<file path="src/rtl/piso_serializer_8_bit_if.sv">
// Handshake and serial-line bundle for the parallel-in, serial-out transmitter.
// master = upstream word source / line observer, slave = the serializer itself.
interface piso_serializer_8_bit_if #(
  parameter int unsigned WIDTH = 8
);
  logic             load_valid;
  logic             load_ready;
  logic [WIDTH-1:0] D_in_p;
  logic             D_out_s;
  logic             D_out_valid;
  logic             last_bit;

  modport master (
    output load_valid,
    output D_in_p,
    input  load_ready,
    input  D_out_s,
    input  D_out_valid,
    input  last_bit
  );

  modport slave (
    input  load_valid,
    input  D_in_p,
    output load_ready,
    output D_out_s,
    output D_out_valid,
    output last_bit
  );
endinterface

</file>
<file path="src/rtl/piso_serializer_8_bit.sv">
// Parallel-in, serial-out transmitter. Accepts a WIDTH-bit word on a
// valid/ready handshake and shifts it out one bit per clock, MSB first by
// default, with a frame-valid qualifier and a last-bit marker. A new word may
// be accepted during the last-bit cycle so frames run back to back.
// All outputs come from registered state only.
module piso_serializer_8_bit #(
  parameter int unsigned WIDTH     = 8,
  parameter bit          LSB_FIRST = 1'b0
) (
  input  logic                          clk,
  input  logic                          reset,
  piso_serializer_8_bit_if.slave        bus
);

  localparam int unsigned CNT_W = $clog2(WIDTH);
  localparam logic [CNT_W-1:0] CNT_LAST = CNT_W'(WIDTH - 1);

  if (WIDTH < 2 || WIDTH > 32) begin : g_width_check
    $error("piso_serializer_8_bit: WIDTH must be in 2..32");
  end

  typedef enum logic {
    IDLE  = 1'b0,
    SHIFT = 1'b1
  } state_t;

  state_t             state_q, state_d;
  logic [WIDTH-1:0]   shreg_q, shreg_d;
  logic [CNT_W-1:0]   cnt_q,   cnt_d;

  logic               at_last;
  logic               ready;
  logic               accept;
  logic               ser_bit;

  // Handshake and line outputs, decoded from registered state only
  always_comb begin
    at_last = (state_q == SHIFT) && (cnt_q == CNT_LAST);
    ready   = (state_q == IDLE) || at_last;
    accept  = bus.load_valid && ready;
    ser_bit = 1'b0;
    if (state_q == SHIFT) begin
      ser_bit = LSB_FIRST ? shreg_q[0] : shreg_q[WIDTH-1];
    end
  end

  assign bus.load_ready  = ready;
  assign bus.D_out_s     = ser_bit;
  assign bus.D_out_valid = (state_q == SHIFT);
  assign bus.last_bit    = at_last;

  // Next-state, shift register and bit counter
  always_comb begin
    state_d = state_q;
    shreg_d = shreg_q;
    cnt_d   = cnt_q;
    unique case (state_q)
      IDLE: begin
        if (accept) begin
          shreg_d = bus.D_in_p;
          cnt_d   = '0;
          state_d = SHIFT;
        end
      end
      SHIFT: begin
        if (at_last) begin
          // Reload in the final bit cycle keeps the line gap-free
          if (accept) begin
            shreg_d = bus.D_in_p;
            cnt_d   = '0;
          end else begin
            shreg_d = '0;
            cnt_d   = '0;
            state_d = IDLE;
          end
        end else begin
          shreg_d = LSB_FIRST ? (shreg_q >> 1) : (shreg_q << 1);
          cnt_d   = cnt_q + CNT_W'(1);
        end
      end
      default: begin
        state_d = IDLE;
      end
    endcase
  end

  // State registers with synchronous reset
  always_ff @(posedge clk) begin
    if (reset) begin
      state_q <= IDLE;
      shreg_q <= '0;
      cnt_q   <= '0;
    end else begin
      state_q <= state_d;
      shreg_q <= shreg_d;
      cnt_q   <= cnt_d;
    end
  end

endmodule
</file>
<file path="src/flat_wrapper.sv">
// flat-port wrapper written by rule: the top's interface ports become plain ports
module piso_serializer_8_bit_flat 
#(
  parameter int unsigned WIDTH     = 8,
  parameter bit          LSB_FIRST = 1'b0
)
  (clk, reset, bus_load_valid, bus_D_in_p, bus_load_ready, bus_D_out_s, bus_D_out_valid, bus_last_bit);
  piso_serializer_8_bit_if #(.WIDTH(WIDTH)) bus_i ();
  input  logic clk;
  input  logic reset;
  input wire logic [$bits(bus_i.load_valid)-1:0] bus_load_valid;
  input wire logic [$bits(bus_i.D_in_p)-1:0] bus_D_in_p;
  output wire logic [$bits(bus_i.load_ready)-1:0] bus_load_ready;
  output wire logic [$bits(bus_i.D_out_s)-1:0] bus_D_out_s;
  output wire logic [$bits(bus_i.D_out_valid)-1:0] bus_D_out_valid;
  output wire logic [$bits(bus_i.last_bit)-1:0] bus_last_bit;
  assign bus_i.load_valid = bus_load_valid;
  assign bus_i.D_in_p = bus_D_in_p;
  assign bus_load_ready = bus_i.load_ready;
  assign bus_D_out_s = bus_i.D_out_s;
  assign bus_D_out_valid = bus_i.D_out_valid;
  assign bus_last_bit = bus_i.last_bit;
  piso_serializer_8_bit #(.WIDTH(WIDTH), .LSB_FIRST(LSB_FIRST)) u_core (.clk(clk), .reset(reset), .bus(bus_i));
endmodule
</file>
<file path="config.mk">
export PLATFORM = sky130hd
export DESIGN_NAME = piso_serializer_8_bit_flat
export DESIGN_NICKNAME = d
export VERILOG_FILES = /design/src/rtl/piso_serializer_8_bit_if.sv /design/src/rtl/piso_serializer_8_bit.sv /design/src/flat_wrapper.sv
export SDC_FILE = /design/constraint.sdc
export NUM_CORES = 1
export LEC_CHECK = 0
export CORE_ASPECT_RATIO = 1.1
export CORE_MARGIN = 8
export CORE_UTILIZATION = 30
export DETAILED_ROUTE_END_ITERATION = 10
export SYNTH_ARGS = -nofsm -noshare
export SYNTH_HDL_FRONTEND = slang
export SYNTH_SLANG_ARGS = --single-unit
</file>
<file path="constraint.sdc">
create_clock -name clk -period 3.8 [get_ports clk]
set_clock_uncertainty 0.1 [all_clocks]
set_input_delay 0.76 -clock clk [delete_from_list [all_inputs] [get_ports clk]]
set_output_delay 0.76 -clock clk [all_outputs]
set_load 0.1 [all_outputs]
</file>
==> results of run 1 <==
==> how the worst max path moves through the flow <==
| stage | startpoint | end | slack (ns) | cells after the start |
|---|---|---|---|---|
| floorplan | u_core.bus.D_out_valid | bus_D_out_s | 0.87 | 2 |
| global placement | bus_load_valid | u_core.shreg_q[7] | 1.49 | 4 |
| detailed placement | bus_load_valid | u_core.shreg_q[2] | 1.41 | 4 |
| CTS | u_core.cnt_q[0] | bus_load_ready | 1.28 | 5 |
| global route | u_core.cnt_q[0] | bus_load_ready | 1.19 | 5 |
| finish | u_core.cnt_q[0] | bus_load_ready | 1.30 | 5 |
==> power by group through the flow <==
stage                     Clock, mW  Sequential (mW)  Combinational (mW)
final                        0.0788            0.141              0.0630
after global routing         0.0883            0.142              0.0680
after CTS                    0.0837            0.141              0.0632
after detailed placement          0            0.144              0.0632
after global placement            0            0.144              0.0627
after floorplan                   0            0.146              0.0418
==> registers in the layout (all words and copies together) (netlist names) <==
name	cells
u_core.bus.D_out_valid	1
u_core.cnt_q	3
u_core.shreg_q	8
==> layer usage <==
layer  vias to the layer above  routed length (µm)  track usage
li1                        276                   -            -
met1                       259                 620       0.0895
met2                        20                 689        0.120
met3                         4                 130       0.0375
met4                         0                  35       0.0716
met5                         -                   0            0
==> cells in the final DEF, fill, tap and decap left out <==
master           netlist  routed
o21a_1                 1       1
or2_1                  1       1
a211oi_2               5       5
nor2_1                14      14
and2_1                 3       3
ha_1                   2       2
buf_4                  2       4
clkbuf_4               0       3
clkdlybuf4s50_1        0      10
a21o_1                 7       7
dfxtp_1               12      12
nor2b_4                1       1
a211oi_1               2       2
inv_1                  8       8
a22oi_1                9       9
mux2i_1                2       2
nand3_1                1       1
==> worst max-delay path, stage by stage, from the launching register on <==
cell,delay (ns)
dfxtp_1,0.32
ha_1,0.19
ha_1,0.24
nor2b_4,0.30
inv_1,0.07
buf_4,0.24
==> per-stage QoR <==
stage | worst slack, ns | cells
5_1_grt | 1.19 | 113
4_1_cts | 1.28 | 113
3_5_place_dp | 1.41 | 110
6_report | 1.30 | 113
2_1_floorplan | 0.874 | 74
3_3_place_gp | 1.49 | 110
==> area by class of cell <==
| type | instances | area (µm²) |
|---|---|---|
| Sequential cell | 12 | 240 |
| Fill cell | 217 | 1220 |
| Timing Repair Buffer | 14 | 130 |
| Multi-Input combinational cell | 48 | 347 |
| Clock buffer | 3 | 22.5 |
| Inverter | 8 | 30.0 |
| Tap cell | 28 | 35.0 |
==> cell families after synthesis <==
| group | count (synthesis) | synth area share |
|---|---|---|
| AND/OR/NAND/NOR | 20 | 0.148 |
| buffers and inverters | 14 | 0.0981 |
| AO/OA/AOI/OAI | 24 | 0.315 |
| flip-flops | 12 | 0.369 |
| multiplexers | 2 | 0.0308 |
| adder cells (fa/ha/maj) | 2 | 0.0385 |
==> impl_metrics.env, run 1 <==
export IMPL_clockPowerShare=0.279
export IMPL_min_from="u_core.shreg_q[7]"
export IMPL_synth_warnings=0
export IMPL_status="complete, no violations"
export IMPL_min_period_over_period=0.657
export IMPL_peakVddDrop_mv=0.146
export IMPL_drive_gt1_frac=0.153
export IMPL_p_sw_frac=0.300
export IMPL_drtIter0Drc=17
export IMPL_die_x_um=60.4
export IMPL_setup_viol_count_final=0
export IMPL_min_path_cells=2
export IMPL_rows=17
export IMPL_reg2reg_to="u_core.shreg_q[2]"
export IMPL_place_hpwl_um=1000
export IMPL_coreArea_um2=2020
export IMPL_die_height_um=64.8
export IMPL_area_delta_synth_final_pct=23.7
export IMPL_leakagePower_nw=0.364
export IMPL_htreeDepth=1
export IMPL_overflow=0
export IMPL_synth_commonest_cells="nor2_1, dfxtp_1, a22oi_1"
export IMPL_r2r_start="u_core.cnt_q[0]"
export IMPL_synth_fp_nets=87
export IMPL_insertion_delay_ns=0.27
export IMPL_worst_hold_slack_ns=0.397
export IMPL_tightest_slew_ns=0.588
export IMPL_relSlewSlack=0.607
export IMPL_netlist_area_um2=651
export IMPL_num_vias=559
export IMPL_io_buffers=14
export IMPL_die_area_um2=3920
export IMPL_synthArstFlopShare=0
export IMPL_antenna_found_initial=0
export IMPL_p_total_mw=0.283
export IMPL_seq_power_share=0.498
export IMPL_synth_top_area_frac=0.369
export IMPL_clock_fmax_mhz=401
export IMPL_path_clk_slew_ns=0.07
export IMPL_nets=100
export IMPL_hp_class="reg -> reg"
export IMPL_initial_core_util=0.322
export IMPL_tns_ns=0
export IMPL_ctsHoldBuffers=0
export IMPL_wl_per_cell_um=13.1
export IMPL_yosys_cell_types_count=17
export IMPL_drcViolationCount=0
export IMPL_synth_cells=74
export IMPL_cts_tree="yes"
export IMPL_ctsLongestPathBuffers=2
export IMPL_vias_per_cell=4.95
export IMPL_yosys_top_cells_area="dfxtp_1, a22oi_1, a211oi_2"
export IMPL_crit_type="reg -> out"
export IMPL_grt_pass1_wl_um=2440
export IMPL_postSynth_topFlopCell="dfxtp_1"
export IMPL_min_period_ns=2.50
export IMPL_power_frac_comb=0.223
export IMPL_syn_avg_cell_area_um2=8.79
export IMPL_cp_required_ns=2.94
export IMPL_place_gp_congestion=0.725
export IMPL_cts_sinks=12
export IMPL_gr_usage_all_layers=0.0834
export IMPL_rsz0062_at_grt="no"
export IMPL_antenna_cells=0
export IMPL_r2r_slack_ns=2.21
export IMPL_synth_edf_count=0
export IMPL_cts_setup_buffers=0
export IMPL_ys_ff_latch=12
export IMPL_hold_end="u_core.shreg_q[7]"
export IMPL_post_route_util=0.398
export IMPL_ctsResizeCount=0
export IMPL_reg2reg_depth=5
export IMPL_cts_inserted_buffers=3
export IMPL_startpoint_type="flip-flop"
export IMPL_grt_pass1_vias=551
export IMPL_critPathCaptureType="output pin"
export IMPL_cap_violations=0
export IMPL_synth_area_leader_cell="dfxtp_1"
export IMPL_cp_max_fo=12
export IMPL_dr_pass1_iters=4
export IMPL_ys_seq_area_frac=0.369
export IMPL_p_sw_mw=0.0849
export IMPL_drt_total_wl_um=1480
export IMPL_grt_max_degree=15
export IMPL_drv_slew=0
export IMPL_design_area_um2=805
export IMPL_final_antenna_net_count=0
export IMPL_arrival_ns=1.64
export IMPL_hold_viol_final=0
export IMPL_dpl_cell_area_um2=782
export IMPL_pin_count=15
export IMPL_power_density_nw_per_um2=351
export IMPL_clockRootBuffer="clkbuf_4"
export IMPL_p_int_mw=0.198
export IMPL_yosysMostFrequentCell="nor2_1"
No activity file was read; power rests on OpenSTA's default activity.
==> run 2: changes to the inputs <==
==> constraint.sdc (replaced) <==
create_clock -name clk -period 2.4 [get_ports clk]
set_clock_uncertainty 0.1 [all_clocks]
set_input_delay 0.48 -clock clk [delete_from_list [all_inputs] [get_ports clk]]
set_output_delay 0.48 -clock clk [all_outputs]
set_load 0.1 [all_outputs]
==> impl_metrics.env, run 2 (same netlist as run 1, synthesis figures left out) <==
export IMPL_drt_total_wl_um=1500
export IMPL_num_vias=573
export IMPL_ctsResizeCount=0
export IMPL_startpoint_type="flip-flop"
export IMPL_cp_max_fo=12
export IMPL_ctsHoldBuffers=0
export IMPL_antenna_cells=0
export IMPL_power_density_nw_per_um2=562
export IMPL_pin_count=15
export IMPL_hp_class="reg -> reg"
export IMPL_clock_fmax_mhz=453
export IMPL_cp_required_ns=1.82
export IMPL_overflow=0
export IMPL_min_from="u_core.shreg_q[7]"
export IMPL_crit_type="reg -> out"
export IMPL_leakagePower_nw=0.393
export IMPL_cpLargestDelayFamily="adder cells"
export IMPL_path_clk_slew_ns=0.08
export IMPL_die_height_um=64.8
export IMPL_peakVddDrop_mv=0.262
export IMPL_antenna_found_initial=0
export IMPL_drive_gt1_frac=0.205
export IMPL_drcViolationCount=0
export IMPL_vias_per_cell=4.94
export IMPL_drtIter0Drc=20
export IMPL_wl_per_cell_um=12.9
export IMPL_largest_register_ffs=8
export IMPL_max_stage_delay_ns=0.32
export IMPL_die_x_um=60.4
export IMPL_path_cells="ha_1 > ha_1 > nor2b_4 > inv_1 > buf_12"
export IMPL_multi_input_area_um2=349
export IMPL_initial_core_util=0.322
export IMPL_nFillCells=197
export IMPL_place_gp_congestion=0.736
export IMPL_place_hpwl_um=1060
export IMPL_rsz0062_at_grt="no"
export IMPL_rows=17
export IMPL_dr_pass1_iters=4
export IMPL_die_area_um2=3920
export IMPL_grt_pass1_wl_um=2650
export IMPL_area_delta_synth_final_pct=34.2
export IMPL_crit_slowest_cell="dfxtp_1"
export IMPL_relSlewSlack=0.648
export IMPL_clockRootBuffer="clkbuf_4"
export IMPL_mostFrequentLayoutCells="nor2_1, dfxtp_1, clkdlybuf4s50_1, a22oi_1, inv_1"
export IMPL_drv_slew=0
export IMPL_setup_viol_count_final=0
export IMPL_grt_pass1_vias=594
export IMPL_arrival_ns=1.63
export IMPL_r2r_start="u_core.cnt_q[0]"
export IMPL_nets=102
export IMPL_cts_inserted_buffers=3
export IMPL_regArea_um2=240
export IMPL_pre_cts_slack_ns=0.472
export IMPL_timing_final_ws_setup_ns=0.192
export IMPL_min_period_ns=2.21
export IMPL_hold_viol_final=0
export IMPL_gr_usage_all_layers=0.0889
export IMPL_cpMostUsedCell="ha_1"
export IMPL_critPathCaptureType="output pin"
export IMPL_coreArea_um2=2020
export IMPL_cts_sinks=12
export IMPL_insertion_delay_ns=0.27
export IMPL_cts_setup_buffers=0
export IMPL_crit_start="u_core.cnt_q[0]"
export IMPL_worst_path_buf_inv=2
export IMPL_io_buffers=14
export IMPL_cts_tree="yes"
export IMPL_htreeDepth=1
export IMPL_tns_ns=0
export IMPL_final_antenna_net_count=0
export IMPL_largest_register="u_core.shreg_q"
export IMPL_layout_commonest_cell="nor2_1"
export IMPL_min_period_over_period=0.920
export IMPL_cap_violations=0
export IMPL_status="complete, no violations"
export IMPL_tightest_slew_ns=0.526
export IMPL_grt_max_degree=14
export IMPL_ctsLongestPathBuffers=2
[run 2: report_power, final]
group          internal [mW]  switching (mW)  total (mW)
registers              0.212         0.00729       0.220
clock network         0.0922          0.0665       0.159
logic                 0.0501          0.0627       0.113
[run 2: routing by layer]
layer	up-vias	GRT usage	part of all wire
li1	281	-	-
met1	271	0.0895	0.41
met2	19	0.139	0.48
met3	2	0.0434	0.097
met4	0	0.0627	0.013
met5	-	0	0
[run 2: stage by stage]
stage | power, mW | area (µm²) | util | hold slack [ns] | instances
detailed placement | 0.337 | 837 | 0.414 | 0.392 | 112
CTS | 0.499 | 873 | 0.432 | 0.402 | 116
finish | 0.491 | 873 | 0.432 | 0.400 | 116
floorplan | 0.298 | 653 | - | 0.368 | 74
global route | 0.518 | 873 | 0.432 | 0.441 | 116
global placement | 0.336 | 837 | 0.414 | 0.385 | 112
[run 2: cell type report]
cell class                      instances  share of cell area
Inverter                                8              0.0344
Multi-Input combinational cell         48               0.400
Tap cell                               28              0.0401
Sequential cell                        12               0.275
Clock buffer                            4              0.0415
Timing Repair Buffer                   16               0.209
[run 2: worst paths after layout]
check	end	slack, ns	depth (start not counted)
max	bus_load_ready	0.19	5
min	u_core.shreg_q[7]	0.40	2
max reg2reg	u_core.shreg_q[1]	0.83	5
min reg2reg	u_core.shreg_q[7]	0.40	2
[run 2: worst min-delay path, stage by stage (launching register included)]
cell and delay, ns:
dfxtp_1 0.31, nor2_1 0.09, a211oi_1 0.05
